==> src/rtl/sound_mixer.sv <==
// -----------------------------------------------------------------------------
// sound_mixer
//
// Multi-voice clip player and mixer. Up to NUM_VOICES clips (one-shot or
// looping) live concatenated in one shared sample ROM. On every sample_tick
// a frame walks the voices in order, reads one sample per active voice
// through the single ROM port, sums the samples around midscale and
// saturates the result into mix_sample.
//
// Optional feature macro: SOUND_MIXER_PWM_EN
//   defined   : builds a free-running PWM modulator driving pwm_out
//   undefined : pwm_out is tied low, no PWM counter is built
//
// Ports
//   clk_25MHZ     system clock
//   rst           synchronous, active-high reset
//   sample_tick   one-cycle strobe at the sample rate
//   trig_valid    trigger request
//   trig_ready    trigger accepted when trig_valid && trig_ready
//   trig_voice    target voice of the trigger
//   trig_base     clip start address
//   trig_len      clip length in samples, 0 stops the voice
//   trig_loop     1 = loop clip, 0 = one-shot
//   rom_addr      shared ROM read address (registered)
//   rom_data      ROM read data, valid ROM_LAT cycles after rom_addr
//   mix_sample    registered mixed sample
//   mix_valid     one-cycle pulse when mix_sample updates
//   voice_active  per-voice playing flags
//   voice_done    one-shot completion pulses, aligned with mix_valid
//   overrun       pulse when sample_tick arrives while a frame is running
//   pwm_out       PWM audio bitstream (0 unless SOUND_MIXER_PWM_EN)
//   dbg_state     current frame FSM state
//
// Trigger handshake: a trigger is taken on any rising clock edge where
// trig_valid && trig_ready are both high; trig_ready is high exactly while
// the frame FSM is idle, and trig_voice/base/len/loop must be stable while
// trig_valid is high.
// -----------------------------------------------------------------------------
module sound_mixer #(
    parameter int NUM_VOICES = 4,
    parameter int SAMPLE_W   = 8,
    parameter int ADDR_W     = 16,
    parameter int ROM_LAT    = 1
) (
    input  logic                                                  clk_25MHZ,
    input  logic                                                  rst,
    input  logic                                                  sample_tick,
    input  logic                                                  trig_valid,
    output logic                                                  trig_ready,
    input  logic [((NUM_VOICES > 1) ? $clog2(NUM_VOICES) : 1)-1:0] trig_voice,
    input  logic [ADDR_W-1:0]                                     trig_base,
    input  logic [ADDR_W-1:0]                                     trig_len,
    input  logic                                                  trig_loop,
    output logic [ADDR_W-1:0]                                     rom_addr,
    input  logic [SAMPLE_W-1:0]                                   rom_data,
    output logic [SAMPLE_W-1:0]                                   mix_sample,
    output logic                                                  mix_valid,
    output logic [NUM_VOICES-1:0]                                 voice_active,
    output logic [NUM_VOICES-1:0]                                 voice_done,
    output logic                                                  overrun,
    output logic                                                  pwm_out,
    output logic [2:0]                                            dbg_state
);

    localparam int VW    = (NUM_VOICES > 1) ? $clog2(NUM_VOICES) : 1;
    localparam int ACC_W = SAMPLE_W + $clog2(NUM_VOICES) + 1;

    localparam logic signed [ACC_W-1:0] MID_ACC   = ACC_W'(2 ** (SAMPLE_W - 1));
    localparam logic signed [ACC_W:0]   MAX_SUM   = (ACC_W + 1)'(2 ** SAMPLE_W - 1);
    localparam logic [SAMPLE_W-1:0]     MID_SMP   = SAMPLE_W'(2 ** (SAMPLE_W - 1));
    localparam logic [VW-1:0]           LAST_V    = VW'(NUM_VOICES - 1);
    localparam logic [1:0]              LAST_WAIT = 2'(ROM_LAT - 1);

    typedef enum logic [2:0] {
        S_IDLE  = 3'd0,
        S_FETCH = 3'd1,
        S_WAIT  = 3'd2,
        S_ACCUM = 3'd3,
        S_OUT   = 3'd4
    } state_t;

    state_t                    r_state;
    logic [VW-1:0]             r_v;
    logic [1:0]                r_wait;
    logic signed [ACC_W-1:0]   r_acc;

    logic [ADDR_W-1:0]         r_base [NUM_VOICES];
    logic [ADDR_W-1:0]         r_len  [NUM_VOICES];
    logic [ADDR_W-1:0]         r_pos  [NUM_VOICES];
    logic [NUM_VOICES-1:0]     r_loop;
    logic [NUM_VOICES-1:0]     r_active;
    logic [NUM_VOICES-1:0]     r_done_pend;

    logic [ADDR_W-1:0]         r_rom_addr;
    logic [SAMPLE_W-1:0]       r_mix_sample;
    logic                      r_mix_valid;
    logic [NUM_VOICES-1:0]     r_voice_done;
    logic                      r_overrun;

    logic signed [ACC_W-1:0]   w_delta;
    logic signed [ACC_W:0]     w_sum;
    logic [SAMPLE_W-1:0]       w_sat;
    logic                      w_last;

    // Sample re-centred to a signed contribution around midscale.
    assign w_delta = $signed({{(ACC_W - SAMPLE_W){1'b0}}, rom_data}) - MID_ACC;

    // One extra bit so adding midscale back can never wrap.
    assign w_sum = {r_acc[ACC_W-1], r_acc} + {MID_ACC[ACC_W-1], MID_ACC};

    always_comb begin
        w_sat = w_sum[SAMPLE_W-1:0];
        if (w_sum[ACC_W]) begin
            w_sat = '0;
        end else if (w_sum > MAX_SUM) begin
            w_sat = '1;
        end
    end

    assign w_last = (r_pos[r_v] == r_len[r_v] - ADDR_W'(1));

    always_ff @(posedge clk_25MHZ) begin
        if (rst) begin
            r_state      <= S_IDLE;
            r_v          <= '0;
            r_wait       <= '0;
            r_acc        <= '0;
            r_loop       <= '0;
            r_active     <= '0;
            r_done_pend  <= '0;
            r_rom_addr   <= '0;
            r_mix_sample <= MID_SMP;
            r_mix_valid  <= 1'b0;
            r_voice_done <= '0;
            r_overrun    <= 1'b0;
            for (int i = 0; i < NUM_VOICES; i++) begin
                r_base[i] <= '0;
                r_len[i]  <= '0;
                r_pos[i]  <= '0;
            end
        end else begin
            r_mix_valid  <= 1'b0;
            r_voice_done <= '0;
            r_overrun    <= sample_tick && (r_state != S_IDLE);

            case (r_state)
                S_IDLE: begin
                    // Trigger and tick may coincide: the voice registers are
                    // loaded here and the first FETCH already sees them.
                    if (trig_valid) begin
                        r_base[trig_voice]   <= trig_base;
                        r_len[trig_voice]    <= trig_len;
                        r_pos[trig_voice]    <= '0;
                        r_loop[trig_voice]   <= trig_loop;
                        r_active[trig_voice] <= (trig_len != '0);
                    end
                    if (sample_tick) begin
                        r_state <= S_FETCH;
                        r_v     <= '0;
                        r_acc   <= '0;
                    end
                end

                S_FETCH: begin
                    // Inactive voices keep the slot so the frame length is fixed.
                    if (r_active[r_v]) begin
                        r_rom_addr <= r_base[r_v] + r_pos[r_v];
                    end
                    r_wait  <= '0;
                    r_state <= S_WAIT;
                end

                S_WAIT: begin
                    r_wait <= r_wait + 2'd1;
                    if (r_wait == LAST_WAIT) begin
                        r_state <= S_ACCUM;
                    end
                end

                S_ACCUM: begin
                    if (r_active[r_v]) begin
                        r_acc <= r_acc + w_delta;
                        if (w_last) begin
                            if (r_loop[r_v]) begin
                                r_pos[r_v] <= '0;
                            end else begin
                                r_active[r_v]    <= 1'b0;
                                r_done_pend[r_v] <= 1'b1;
                            end
                        end else begin
                            r_pos[r_v] <= r_pos[r_v] + ADDR_W'(1);
                        end
                    end
                    if (r_v == LAST_V) begin
                        r_state <= S_OUT;
                    end else begin
                        r_v     <= r_v + VW'(1);
                        r_state <= S_FETCH;
                    end
                end

                S_OUT: begin
                    r_mix_sample <= w_sat;
                    r_mix_valid  <= 1'b1;
                    r_voice_done <= r_done_pend;
                    r_done_pend  <= '0;
                    r_state      <= S_IDLE;
                end

                default: begin
                    r_state <= S_IDLE;
                end
            endcase
        end
    end

    assign trig_ready   = (r_state == S_IDLE);
    assign rom_addr     = r_rom_addr;
    assign mix_sample   = r_mix_sample;
    assign mix_valid    = r_mix_valid;
    assign voice_active = r_active;
    assign voice_done   = r_voice_done;
    assign overrun      = r_overrun;
    assign dbg_state    = r_state;

`ifdef SOUND_MIXER_PWM_EN
    logic [SAMPLE_W-1:0] r_pwm_cnt;
    logic [SAMPLE_W-1:0] r_duty;
    logic                r_pwm;

    // Duty only changes at counter wrap so a period is never cut short.
    always_ff @(posedge clk_25MHZ) begin
        if (rst) begin
            r_pwm_cnt <= '0;
            r_duty    <= '0;
            r_pwm     <= 1'b0;
        end else begin
            r_pwm_cnt <= r_pwm_cnt + SAMPLE_W'(1);
            if (r_pwm_cnt == '1) begin
                r_duty <= r_mix_sample;
            end
            r_pwm <= (r_pwm_cnt < r_duty);
        end
    end

    assign pwm_out = r_pwm;
`else
    assign pwm_out = 1'b0;
`endif

endmodule

==> config.mk <==
export PLATFORM = sky130hd
export DESIGN_NAME = sound_mixer
export DESIGN_NICKNAME = d
export VERILOG_FILES = /design/src/rtl/sound_mixer.sv
export SDC_FILE = /design/constraint.sdc
export NUM_CORES = 1
export LEC_CHECK = 0
export CORE_UTILIZATION = 30
export CTS_CLUSTER_DIAMETER = 100
export DETAILED_ROUTE_END_ITERATION = 10
export RECOVER_POWER = 50
export SYNTH_ARGS = -nofsm -noshare
export SYNTH_HDL_FRONTEND = slang
export SYNTH_SLANG_ARGS = --single-unit
==> constraint.sdc <==
create_clock -name clk_25MHZ -period 5.6 [get_ports clk_25MHZ]
set_clock_uncertainty 0.1 [all_clocks]
set_input_delay 1.12 -clock clk_25MHZ [delete_from_list [all_inputs] [get_ports clk_25MHZ]]
set_output_delay 1.12 -clock clk_25MHZ [all_outputs]
set_load 0.01 [all_outputs]
### Word-level counts from Yosys, hierarchy flattened

Memories as Yosys holds them, arrays and structs flattened. A register that Yosys moved wholly into a read port is not among the register bits.
Index checks and enable logic that the tools add are counted.

| word-level totals | value |
|---|---|
| logic and storage cells | 137 |
| memories | 3 |
| memory bits (writable) | 192 |
| register bits | 60 |
| output and inout bits | 39 |
| bits of input ports | 47 |

| operators by class | value |
|---|---|
| reduce and logical (&&, ||, !) cells | 22 |
| add/sub/neg operators | 8 |
| bitwise operators | 5 |
| magnitude comparators | 5 |
| muxes and demuxes | 69 |
| equality and inequality tests | 13 |

Memories:

| name | words | bits a word | read ports | clocked after Yosys merged registers in | wr ports | RTL line | text |
|---|---|---|---|---|---|---|---|
| r_base | 4 | 16 | 1 | 1 | 4 | 87 | `logic [ADDR_W-1:0] r_base [NUM_VOICES];` |
| r_len | 4 | 16 | 1 | 1 | 4 | 88 | `logic [ADDR_W-1:0] r_len [NUM_VOICES];` |
| r_pos | 4 | 16 | 1 | 1 | 4 | 89 | `logic [ADDR_W-1:0] r_pos [NUM_VOICES];` |

Operator list:

| kind | count |
|---|---|
| two-way mux 16 bit | 5 |
| OR reduction 16 bit | 4 |
| two-way mux 4 bit | 7 |
| two-way mux 1 bit | 26 |
| two-way mux 2 bit | 12 |
| two-way mux 11 bit | 2 |
| one-hot mux 11 bit (2 select lines) | 1 |
| adder 16 x 1 -> 16 bit, second input constant | 1 |
| adder 16 bit | 1 |
| equality test 16 bit | 1 |
| two-way mux 8 bit | 2 |
| one-hot mux 4 bit (2 select lines) | 2 |
| nonzero test 16 bit | 1 |
| subtractor 16 x 1 -> 16 bit, second input constant | 1 |
| inequality test 2 bit, second input constant | 7 |
| adder 11 x 9 -> 12 bit, second input constant | 1 |
| greater-than comparator 12 x 9 -> 1 bit, second input constant | 1 |
| one-hot mux 3 bit (4 select lines) | 1 |
| adder 11 x 9 -> 11 bit | 1 |
| two-way mux 3 bit | 3 |
| subtractor 8 x 8 -> 9 bit, second input constant | 1 |
| bitwise mux 4 bit | 2 |
| one-hot mux 2 bit (2 select lines) | 2 |
| equality test 3 x 2 -> 1 bit, second input constant | 2 |
| other kinds (23) | 35 |

### Logic depth before layout (Yosys ltp)

Gate-level depths: netlist of run 1.

| depth | value |
|---|---|
| depth in word-level cells | 11 |
| gate-level depth with buffers | 18 |
| mapped depth without buffers | 13 |

### Least setup slack after synthesis of run 1

OpenSTA, ideal clock, no wires.

| path | value |
|---|---|
| path type | reg2reg |
| start point | register with a tool-made name |
| end point | register r_rom_addr[12], in the netlist rom_addr[12] |
| required time | 5.394 ns |
| path slack | 1.276 ns |
| period minus slack after synthesis | 4.324 ns |
| buffers on the path | 6 |
| arrival time | 4.118 ns |
| cell stages (with the launch flop) | 16 |
| library setup time | 0.106 ns |
| cells stage by stage | dfxtp_1 buf_2 buf_6 buf_2 buf_2 buf_4 buf_1 mux4_2 ha_1 a21o_1 a21oi_1 inv_1 o21ai_0 a21oi_1 o21a_1 o311ai_0 |

RTL lines:

| item | RTL line | text |
|---|---|---|
| end signal, assigned | 167 | `r_rom_addr <= r_base[r_v] + r_pos[r_v];` |
| end, declared | 94 | `logic [ADDR_W-1:0] r_rom_addr;` |

==> results of run 1 <==
==> power by group through the flow <==
stage	Combinational (mW)	Sequential, mW	Clock [mW]
after CTS	0.508	2.17	1.99
after floorplan	0.332	2.19	0
after detailed placement	0.504	2.21	0
after global placement	0.498	2.21	0
final	0.499	2.17	1.94
after global routing	0.543	2.18	2.05
==> per-stage QoR <==
step	instances	total power, mW	util (%)	hold WS [ps]
after floorplan	1084	2.522	-	330.2
after global placement	1664	2.708	34.10	340.8
after detailed placement	1664	2.717	34.10	348.6
after CTS	1715	4.666	36.44	363.3
after global routing	1715	4.775	36.38	374.2
final	1715	4.614	36.38	352.9
==> worst register-to-register path, cell delays in order, from the launching register on <==
cell and delay (ps):
dfxtp_4 760, mux4_2 690, nor4_4 380, nor2b_1 470
xnor2_1 130, or4_1 410, mux2_2 320, nor4_4 570
nor2_1 130, o32a_1 640
==> final cells by class <==
type	count	area, µm²	share of cell area (%)
clock buffer	33	740.7	4.952
sequential	254	7012	46.88
inverter	66	247.7	1.656
tap	532	665.6	4.450
multi-input combinational	707	5090	34.03
timing repair buffer	105	978.4	6.542
clock inverter	18	222.7	1.489
==> cells by family after synthesis <==
logic type,Yosys count,share of synthesized area (%)
AOI/OAI and AO/OA,137,7.294
xor gates and xnor gates,52,3.617
adders and majority gates,35,3.597
buffers and inverters,123,3.995
DFF,254,55.65
muxes,60,9.778
other,1,0.02978
and+or+nand+nor,422,16.04
==> path summary, 6_finish.rpt <==
kind / from / end / slack, ps / cells past startpoint
min reg2reg: mix_sample[6] / mix_sample[6] / 350 / 2
min: mix_sample[6] / mix_sample[6] / 350 / 2
max reg2reg: flip-flop / r_pos[1][7] / 610 / 9
max: flip-flop / r_pos[1][7] / 610 / 9
==> Yosys cell counts (all sizes together) (3+ instances only) <==
library cell  instances
edfxtp              192
nor2                188
inv                  66
nand2                66
dfxtp                62
mux4                 50
a21oi                44
clkbuf               40
ha                   33
and2                 32
xnor2                30
nor3                 24
o21ai                24
nand3                23
xor2                 22
and3                 19
buf                  17
nand2b               14
a31oi                13
a21o                 11
nor2b                 9
or2                   9
nor3b                 8
nor4                  7
mux2i                 6
o21bai                6
or3                   6
a31o                  4
a32o                  4
mux2                  4
o211ai                4
nand3b                3
nand4                 3
o21a                  3
o311ai                3
==> registers in the layout, summed over array words and instances (netlist names), named ones only <==
register,count
r_v,2
r_base,64
r_len,64
voice_done,4
overrun,1
r_loop,4
mix_sample,8
voice_active,4
r_pos,64
r_acc,11
dbg_state,3
mix_valid,1
r_wait,2
r_done_pend,4
rom_addr,16
==> layout by cell type (no fill, tap or decap), drive strengths merged, types with 33 or more instances in the layout <==
master / Yosys / final
dfxtp: 62 / 62
nand2: 66 / 66
inv: 66 / 68
edfxtp: 192 / 192
ha: 33 / 33
clkbuf: 40 / 38
dlygate4sd3: 0 / 38
a21oi: 44 / 44
clkdlybuf4s50: 0 / 45
nor2: 188 / 188
mux4: 50 / 50
==> routing by layer <==
layer	vias to the layer above	track usage [%]
li1	4053	-
met3	37	1.978
met4	0	4.015
met2	243	24.49
met5	-	0
met1	4164	20.13
==> reports/results.txt, run 1 <==
GRT Resource Usage Total - 14.75%
Relative slew slack - -53.04%
Clock Path Buffers - 3
Layout fillers - 4010
CP top delay family - simple AND/OR/NAND/NOR gates
Worst Setup Path Type - reg -> reg
GPL Wtd Cong - 0.8440
Final nets - 1244
Leakage - 5.673 nW
Max_cap viols - 5
DR WL/cell - 18.19 µm
Pwr Density - 308.5 nW/µm²
Clock Latency Late Sink - 560 ps
Switching Share - 24.09%
Share of the synthesized area in the top cell type - 45.79%
Endpoints failing setup - 0
Final worst slack - 606.5 ps
Post-DP Area - 14020 µm²
Core area - 41110 µm²
Worst-margin pin slew - 2296 ps
PostCTS Resize Cnt - 0
Share of layout cells above drive strength 1 - 11.24%
Htree depth - 1
Startpoint types - flip-flop
HPWL Detailed - 21.46 mm
Hold buffers post-CTS - 0
Routed wire length - 31.20 mm
Dpl ws - 604.9 ps
Slew Viols, Final - 162
Critical Path End Type - flip-flop
VDD IR-drop max - 0.0001977 V
Library cells used by synthesis - 68
Violated checks - max-capacitance violations, max-slew violations
Total internal power - 3.502 mW
Top cells by area, synth - edfxtp_1, dfxtp_1, mux4_2
Synth Instances - 1084
Clock sink total - 254
Routed length on met1 - 13.84 mm
Net switching power - 1.112 mW
Min Tclk post-route - 4993 ps
Antenna-violating nets left - 0
Via density per instance - 4.955
CTS tree - done
Worst min path class - reg -> reg
Largest area contributor in the netlist - edfxtp_1
Ys async rst share - 0%
Met3 wire len - 1.807 mm
RSZ-0062 raised after global routing - false
Syn Area/Cell - 11.62 µm²
Top Layer Used - met4
Crit path cell chain - mux4_2 -> nor4_4 -> nor2b_1 -> xnor2_1 -> or4_1 -> mux2_2 -> nor4_4 -> nor2_1 -> o32a_1
Max incr delay on CP - 760 ps
Setup TNS - 0 ps
Number of global-route vias before repair - 8426
TritonRoute pass-1 iters - 7
Mapped Area - 12590 µm²
Critical-path maximum fanout - 31
Buf/Inv on CP - 0
Critical path arrival - 5060 ps
Pin count of the biggest net entering global routing - 51
Met2 WL post-DR - 14.97 mm
# rows - 74
Initial core utilization - 30.63%
Clock root buffer master - clkbuf_16
Syn nets - 1166
Peak Freq - 200.3 MHz
Area Overhead vs Synth - 18.79%
Final worst-path cycle share - 89.17%
Grt ovf - 0
Area of the die - 42790 µm²
DRC violations left - 0
Sequential Power Share - 47.1%
Initial antenna violation count - 0
Worst-path clk slew - 60 ps
Top Ports - 86
Antenna diode count - 0
Synthesis-stage register bit count - 254
Status - finished, violations left
Sequential area share after synthesis - 55.65%
Clock power share - 42.1%
Number of synthesized flops with an enable pin - 192
Routed vias - 8497
Comb pwr share - 10.8%
Die W - 206.9 µm
Setup Fix Bufs, Post-CTS - 0
Ys flop type - edfxtp_1
Chip height - 206.9 µm
Port bufs - 84
Synth warnings - 0
Hold Vio Cnt, Final - 0
Finished Cell Area - 14960 µm²
Initial DRC Count - 586
CP Data Required Time - 5670 ps
First-pass GRT wire length - 48.47 mm
Slowest library cell on the worst path - dfxtp_4
CP most frequent cell - nor4_4
TritonCTS Buffers - 28
(Power assumes the default switching activity.)
==> run 2: changes to the inputs <==
CORE_MARGIN = 5   (was not set)
==> reports/results.txt, run 2 (same netlist as run 1, synthesis figures left out) <==
Buf/Inv on CP - 1 (+1)
GR Layer Usage met1 - 18.50% (-1.6 points)
Final nets - 1243 (-0.080%)
Worst Setup Path Type - reg -> reg
Peak Freq - 212.1 MHz (+5.9%)
Grt ovf - 0 (unchanged)
Antenna diode count - 0 (unchanged)
Pwr Density - 313.5 nW/µm² (+1.6%)
Initial DRC Count - 660 (+13%)
GPL Wtd Cong - 0.8402 (-0.45%)
Initial antenna violation count - 0 (unchanged)
Clock Latency Late Sink - 560 ps (about the same)
Top Ports - 86 (unchanged)
DRC violations left - 0 (unchanged)
Area Overhead vs Synth - 19.25%
Slowest library cell on the worst path - mux4_2
Clock Path Buffers - 3 (unchanged)
Worst min path class - reg -> reg
Met3 Resource Use GR - 1.900% (-0.078 points)
VDD IR-drop max - 0.0002149 V (+8.7%)
CP Data Required Time - 5690 ps (+20 ps)
Endpoints failing setup - 0 (unchanged)
Setup Fix Bufs, Post-CTS - 0 (unchanged)
CP most frequent cell - nor4_4
Hold buffers post-CTS - 0 (unchanged)
DR WL/cell - 18.52 µm (+1.8%)
RSZ-0062 raised after global routing - false
Crit path cell chain - mux4_2 -> nor4_4 -> nor2b_1 -> xnor2_1 -> or4_1 -> mux2_2 -> nor4_4 -> buf_4 -> nor3_1 -> o32a_1
Met2 GRT Util - 22.34% (-2.1 points)
TritonRoute pass-1 iters - 5 (-2)
First-pass GRT wire length - 49.97 mm (+3.1%)
Hold Vio Cnt, Final - 0 (unchanged)
CP top delay family - simple AND/OR/NAND/NOR gates
Status - finished, violations left
Slew Viols, Final - 215 (+33%)
Relative slew slack - -50.24% (+2.8 points)
Routed wire length - 31.91 mm (+2.3%)
Most Used Layer, Global Route - met2
GRT Resource Usage Total - 13.39% (-1.4 points)
Number of global-route vias before repair - 8576 (+1.8%)
Area of the die - 46170 µm² (+7.9%)
Final worst-path cycle share - 84.17% (-5.0 points)
HPWL Detailed - 22.08 mm (+2.9%)
Critical Path End Type - flip-flop
Post-DP Area - 14010 µm² (about the same)
Critical-path maximum fanout - 23 (-26%)
Setup TNS - 0 ps (unchanged)
Max_cap viols - 6 (+1)
Startpoint types - flip-flop
Max incr delay on CP - 660 ps (-100 ps)
Htree depth - 1 (unchanged)
Port bufs - 84 (unchanged)
Finished Cell Area - 15010 µm² (+0.39%)
PostCTS Resize Cnt - 0 (unchanged)
Commonest non-fill, non-tap cell in the layout - edfxtp_1
Clock sink total - 254 (unchanged)
Die W - 214.9 µm (+3.9%)
# rows - 75 (+1.4%)
Share of layout cells above drive strength 1 - 11.40% (+0.16 points)
Routed vias - 8571 (+0.87%)
Most frequent cells in the layout - edfxtp_1, nor2_1, nand2_1
Worst-margin pin slew - 2254 ps (-42.02 ps)
Largest regs - r_base: 64 flops, r_len: 64 flops, r_pos: 64 flops
Via density per instance - 4.974 (+0.40%)
Pin count of the biggest net entering global routing - 51 (unchanged)
Antenna-violating nets left - 0 (unchanged)
Worst-path clk slew - 70 ps (about the same)
Initial core utilization - 30.15% (-0.48 points)
Chip height - 214.9 µm (+3.9%)
Core area - 41760 µm² (+1.6%)
Clock root buffer master - clkbuf_16
TritonCTS Buffers - 29 (+3.6%)
Min Tclk post-route - 4714 ps (-279.7 ps)
Violated checks - max-capacitance violations, max-slew violations
Leakage - 5.707 nW (+0.61%)
Critical path arrival - 4800 ps (-260 ps)
CTS tree - done
[run 2: where the power goes]
part,leakage [nW],internal (mW),switching [mW]
combinational,2.70,0.199,0.300
sequential,2.50,2.13,0.0433
clock,0.512,1.26,0.781
[run 2: layout make-up]
class                      instances  area, µm²
timing repair buffer             103      962.2
clock inverter                    16      215.2
sequential                       254       7012
clock buffer                      38      813.3
multi-input combinational        707       5090
tap                              539      674.4
inverter                          66      247.7
fill                            3998      26740
[run 2: path summary, 6_finish.rpt]
check | end | slack (ps) | startpoint | cells past startpoint
max | r_pos[1][9] | 890 | flip-flop | 10
max reg2reg | r_pos[1][9] | 890 | flip-flop | 10
min | mix_sample[1] | 350 | mix_sample[1] | 2
min reg2reg | mix_sample[1] | 350 | mix_sample[1] | 2
[run 2: per-layer routing]
| metal | wire [µm] | vias to the layer above |
|---|---|---|
| li1 | - | 4055 |
| met5 | 0 | - |
| met3 | 1739 | 54 |
| met4 | 734 | 0 |
| met2 | 15240 | 266 |
| met1 | 14200 | 4196 |
[run 2: tightest hold or removal path: cells and delay by family, from the launching register on]
kind	cells	cell delay, ps
flops	1	320
compound gates	1	50
simple gates	1	40
[run 2: per-stage QoR]
step	util, %	instances	worst slack [ps]	total power [mW]	hold WS [ps]
after floorplan	-	1084	1276	2.522	330.2
after global placement	33.55	1669	944.9	2.710	342.4
after detailed placement	33.55	1669	885.2	2.717	348.2
after CTS	36.02	1723	859.1	4.752	359.1
after global routing	35.96	1723	592.2	4.872	385.3
final	35.96	1723	886.2	4.707	349.1
==> RTL change 1, RTL diff (flow settings as in run 2) <==
Set the parameter `ADDR_W` to 14 (it was 16).
--- a/src/rtl/sound_mixer.sv
+++ b/src/rtl/sound_mixer.sv
@@ -39,7 +39,7 @@
 module sound_mixer #(
     parameter int NUM_VOICES = 4,
     parameter int SAMPLE_W   = 8,
-    parameter int ADDR_W     = 16,
+    parameter int ADDR_W     = 14,
     parameter int ROM_LAT    = 1
 ) (
     input  logic                                                  clk_25MHZ,
Ports: changed (resized rom_addr, trig_base and trig_len); port bits go from 86 to 80. The function was not compared with the original's and may differ.
==> RTL change 1 against run 2 <==
The run still ends with max-capacitance violations, max-slew violations left; power decreased by 11%; final cell count decreased by 7.4%; design area decreased by 9.0%; area after synthesis decreased by 9.0%; clock power decreased by 12%; worst setup slack improved by 0.0039 ns; sequential cell count decreased by 26; sequential power decreased by 10%; count of clock-buffer cells in the layout decreased by 7; combinational power decreased by 7.4%; routed wire length decreased by 11%; core utilization increased by 0.31 points; largest cell class unchanged; highest routed layer unchanged.
==> RTL change 1: results (changes against run 2) <==
* Worst vdd ir at 0.226 mV (+5.0%)
* Top flop regs: r_base x56, r_len x56, r_pos x56
* Placed Instances at 1548 (-7.2%)
* Gate Count Post-Synth at 997 (-8.0%)
* Reg2reg end: r_pos[2][11]$_SDFFCE_PN0P_
* Largest net degree at the start of global routing at 54 (+5.9%)
* CP endpoint: r_len[0][7]$_SDFFCE_PN0P_
* Hold path start: rom_addr[8]$_SDFFE_PP0P_
* CTS Buf Count at 26 (-10%)
* P_leak at 5.07 nW (-11%)
* Non-Filler Instances at 1595 (-7.4%)
* Port-buffer cells at 78 (-7.1%)
* Fin. max-slew vios at 163 (-24%)
* Crit-path max cell delay at 1.38 ns (+0.72 ns)
* Largest cells by area after synthesis: edfxtp_1 (44%), dfxtp_1 (10%), mux4_2 (8.4%)
* Sequential power at 0.00195 W (-10%)
* Failing checks: max-capacitance violations, max-slew violations
* Routability Congestion at 0.814 (-3.2%)
* Max-Cap Viols at 5 (-1)
* Hold slack at 0.349 ns (+0.000383 ns)
* FILL cells at 3740 (-6.5%)
* Iteration-0 DRC Markers at 535 (-19%)
* Dpl cell area at 12800 um^2 (-8.8%)
* Drt wl/cell at 17.7 um (-4.3%)
* GRT Util Overall at 13.4% (+0.038 points)
* Tmin final at 4.71 ns (-0.00390 ns)
* Critical path fanouts, max at 33 (+43%)
* Pre-Repair DR Iteration Count at 7 (+2)
* Status: finished with violations
* Vias per cell at 4.96 (-0.28%)
* Post-synth top cells: edfxtp_1 (168), nor2_1 (156), nand2_1 (73)
* Max_slew headroom at -59.3% (-9.1 points)
-- RTL change 1: routing by layer --
metal / share of wire (%) / vias to the layer above / routed length, um / track usage, %
li1: - / 3762 / - / -
met1: 46 / 3921 / 12900 / 18.7
met2: 47 / 207 / 13300 / 22.1
met3: 6.2 / 22 / 1770 / 2.65
met4: 1.2 / 0 / 346 / 2.54
met5: 0 / - / 0 / 0
-- RTL change 1: logic make-up after synthesis --
logic type,synth area share (%)
compound gates,8.33
xor+xnor,3.52
fa+ha+maj,3.73
buf+inv,4.14
flops,54.5
mux,9.57
other cells,0.0327
simple gates,16.2
-- RTL change 1: layout make-up --
cell class / count / area (um^2) / area share, %
sequential: 228 / 6250 / 45.7
multi-input combinational: 656 / 4760 / 34.9
timing repair buffer: 96 / 897 / 6.57
clock buffer: 31 / 691 / 5.06
tap: 511 / 639 / 4.68
inverter: 57 / 214 / 1.57
clock inverter: 16 / 209 / 1.53
==> RTL change 2, RTL diff (flow settings as in run 2) <==
Made on the original files. Put one more register stage on the output `dbg_state`, with the module's reset. The value now appears one clock later. The other outputs are not delayed to match.
--- a/src/rtl/sound_mixer.sv
+++ b/src/rtl/sound_mixer.sv
@@ -221,7 +221,13 @@
     assign voice_active = r_active;
     assign voice_done   = r_voice_done;
     assign overrun      = r_overrun;
-    assign dbg_state    = r_state;
+    always_ff @(posedge clk_25MHZ) begin
+        if (rst) begin
+            dbg_state <= '0;
+        end else begin
+            dbg_state <= r_state;
+        end
+    end
 
 `ifdef SOUND_MIXER_PWM_EN
     logic [SAMPLE_W-1:0] r_pwm_cnt;
Check against the original RTL: not equivalent (a bounded check fails within 4 cycles, from zero or initial values and one cycle with rst high).
==> RTL change 2 against run 2 <==
The run still ends with max-capacitance violations, max-slew violations left; design area is 2.0% lower; power fell by 7.3%; critical path depth is 3 higher; non-clock buffer count down 2; routed wire length rose by 0.70%; worst setup slack got worse by 0.19 ns; count of clock-buffer cells in the layout is 6 lower; area after synthesis decreased by 0.59%; sequential cell count increased by 3.
==> RTL change 2: results (changes against run 2) <==
* Dpl cell area at 13900 um^2 (-0.54%)
* Routability Congestion at 0.890 (+5.9%)
* Min-Delay Endpoint: mix_sample[5]$_SDFFE_PP0P_
* Switching pwr at 0.00110 W (-2.6%)
* Asr flop ratio synth at 0% (unchanged)
* CTS Buf Count at 27 (-6.9%)
* Ant diodes at 0 (unchanged)
* Port-buffer cells at 84 (unchanged)
* Placed Instances at 1658 (-0.66%)
* H-tree depth at 1 (unchanged)
* First-pass GRT wire length at 49.9 mm (-0.15%)
* CTS Root Cell: clkbuf_16
* Critical path fanouts, max at 17 (-26%)
* Hold path start: mix_sample[5]$_SDFFE_PP0P_
* Crit-path max cell delay at 0.61 ns (-0.05 ns)
* Final WL at 32.1 mm (+0.70%)
* Seq/Total Area, Yosys at 56.5% (+0.81 points)
* FILL cells at 4092 (+2.4%)
* Pre-CTS setup slack at 0.680 ns (-0.205 ns)
* Iteration-0 DRC Markers at 583 (-12%)
* Vias per cell at 5.03 (+1.1%)
* Count of cell types in the netlist at 64 (-5.9%)
* NumNets Final at 1237 (-0.48%)
* Largest cells by area after synthesis: edfxtp_1 (46%), dfxtp_1 (10%), mux4_2 (9.0%)
* Fin. max-slew vios at 158 (-27%)
* Post-synth top cells: edfxtp_1 (192), nor2_1 (181), nand2_1 (89)
* Hold slack at 0.346 ns (-0.00265 ns)
* Synth warnings at 0 (unchanged)
* Failing checks: max-capacitance violations, max-slew violations
* Reg2reg end: r_pos[1][12]$_SDFFCE_PN0P_
* Syn Nets at 1161 (-0.43%)
* Max_slew headroom at -53.4% (-3.2 points)
* Status: finished with violations
* Max clock buf depth at 3 (unchanged)
* Gate Count Post-Synth at 1079 (-0.46%)
* Number of global-route vias before repair at 8668 (+1.1%)
* Share of layout cells above drive strength 1 at 10.7% (-0.68 points)
* Top flop regs: r_base x64, r_len x64, r_pos x64
* Reg2reg path depth at 13 (+3)
* Slowest library cell on the worst path: mux4_2
* Worst vdd ir at 0.157 mV (-27%)
* Reg clk slew, reported paths at 0.06 ns
* Via count at 8587 (+0.19%)
* Number of flops mapped to enable cells by yosys at 192 (unchanged)
* Worst min-delay path category: register to register
* Clk_lat worst skew at 0.55 ns
* P_leak at 5.49 nW (-3.8%)
* Detail Placement HPWL at 22.2 mm (+0.56%)
* Pre-Repair DR Iteration Count at 5 (unchanged)
* Arrival @ worst endpoint at 4.98 ns (+0.18 ns)
* Max-Cap Viols at 4 (-2)
* GRT Util Overall at 13.5% (+0.14 points)
## RTL change 2: changes by cell type in the layout (fill, tap and decap cells not counted), moves of 8 or more
cell and delta:
nor3_1 +12, and2_1 -16, nand2b_1 -10, a22oi_1 +10
nand2_1 +23, nor2_1 -8
## RTL change 2: power groups by stage
stage                     registers (W)  logic (W)  clock network, W
after global placement          0.00223   0.000492                 0
after detailed placement        0.00223   0.000497                 0
after floorplan                 0.00222   0.000327                 0
after global routing            0.00220   0.000534           0.00180
final                           0.00219   0.000493           0.00168
after CTS                       0.00219   0.000500           0.00173
## RTL change 2: per-stage QoR
step | power [W] | utilization, %
after floorplan | 0.00254 | -
after global placement | 0.00272 | 34.0
after detailed placement | 0.00273 | 34.0
after CTS | 0.00442 | 35.9
after global routing | 0.00454 | 35.9
final | 0.00437 | 35.9
## RTL change 2: layer usage
layer	vias up	routed length (um)	track usage, %	share of wire, %
li1	4047	-	-	-
met1	4230	14400	18.6	45
met2	261	15300	22.2	47
met3	49	1660	2.33	5.2
met4	0	779	3.63	2.4
met5	-	0	0	0
## RTL change 2: cell type report
| cell class | count | area [um^2] | share of cell area [%] |
|---|---|---|---|
| flip-flops and latches | 257 | 7070 | 48.0 |
| clock inverters | 17 | 115 | 0.782 |
| well taps | 532 | 666 | 4.52 |
| multi-input cells | 702 | 4980 | 33.8 |
| inverters | 66 | 248 | 1.68 |
| repair buffers | 101 | 947 | 6.43 |
| clock buffers | 32 | 694 | 4.72 |
## RTL change 2: how the worst max path moves through the flow
stage,from,endpoint,slack [ns],cells after the start
final,register,r_pos[1][12]$_SDFFCE_PN0P_,0.70,13
after global placement,register,r_pos[1][15]$_SDFFCE_PN0P_,0.82,11
after CTS,register,r_pos[1][12]$_SDFFCE_PN0P_,0.67,13
after floorplan,register,r_pos[3][0]$_DFFE_PP_,0.61,15
after global routing,register,r_pos[1][13]$_SDFFCE_PN0P_,0.41,13
after detailed placement,register,r_pos[1][6]$_SDFFCE_PN0P_,0.68,13
## RTL change 2: worst max-delay path, delay by kind of cell, from the launching register on
family | cells | cell delay [ns]
AOI/OAI and AO/OA | 2 | 0.41
and+or+nand+nor | 6 | 2.37
xor gates and xnor gates | 1 | 0.19
DFF | 1 | 0.49
buffers and inverters | 2 | 0.17
adders and majority gates | 1 | 0.17
muxes | 1 | 0.61
## RTL change 2: cell families after synthesis
logic type | after synthesis | share of synthesized area, %
buffers and inverters | 120 | 3.97
other | 1 | 0.0300
AO/OA/AOI/OAI | 146 | 7.44
adder cells (fa/ha/maj) | 35 | 3.62
flip-flops | 257 | 56.5
XOR/XNOR | 52 | 3.64
AND/OR/NAND/NOR | 414 | 15.5
multiplexers | 54 | 9.32
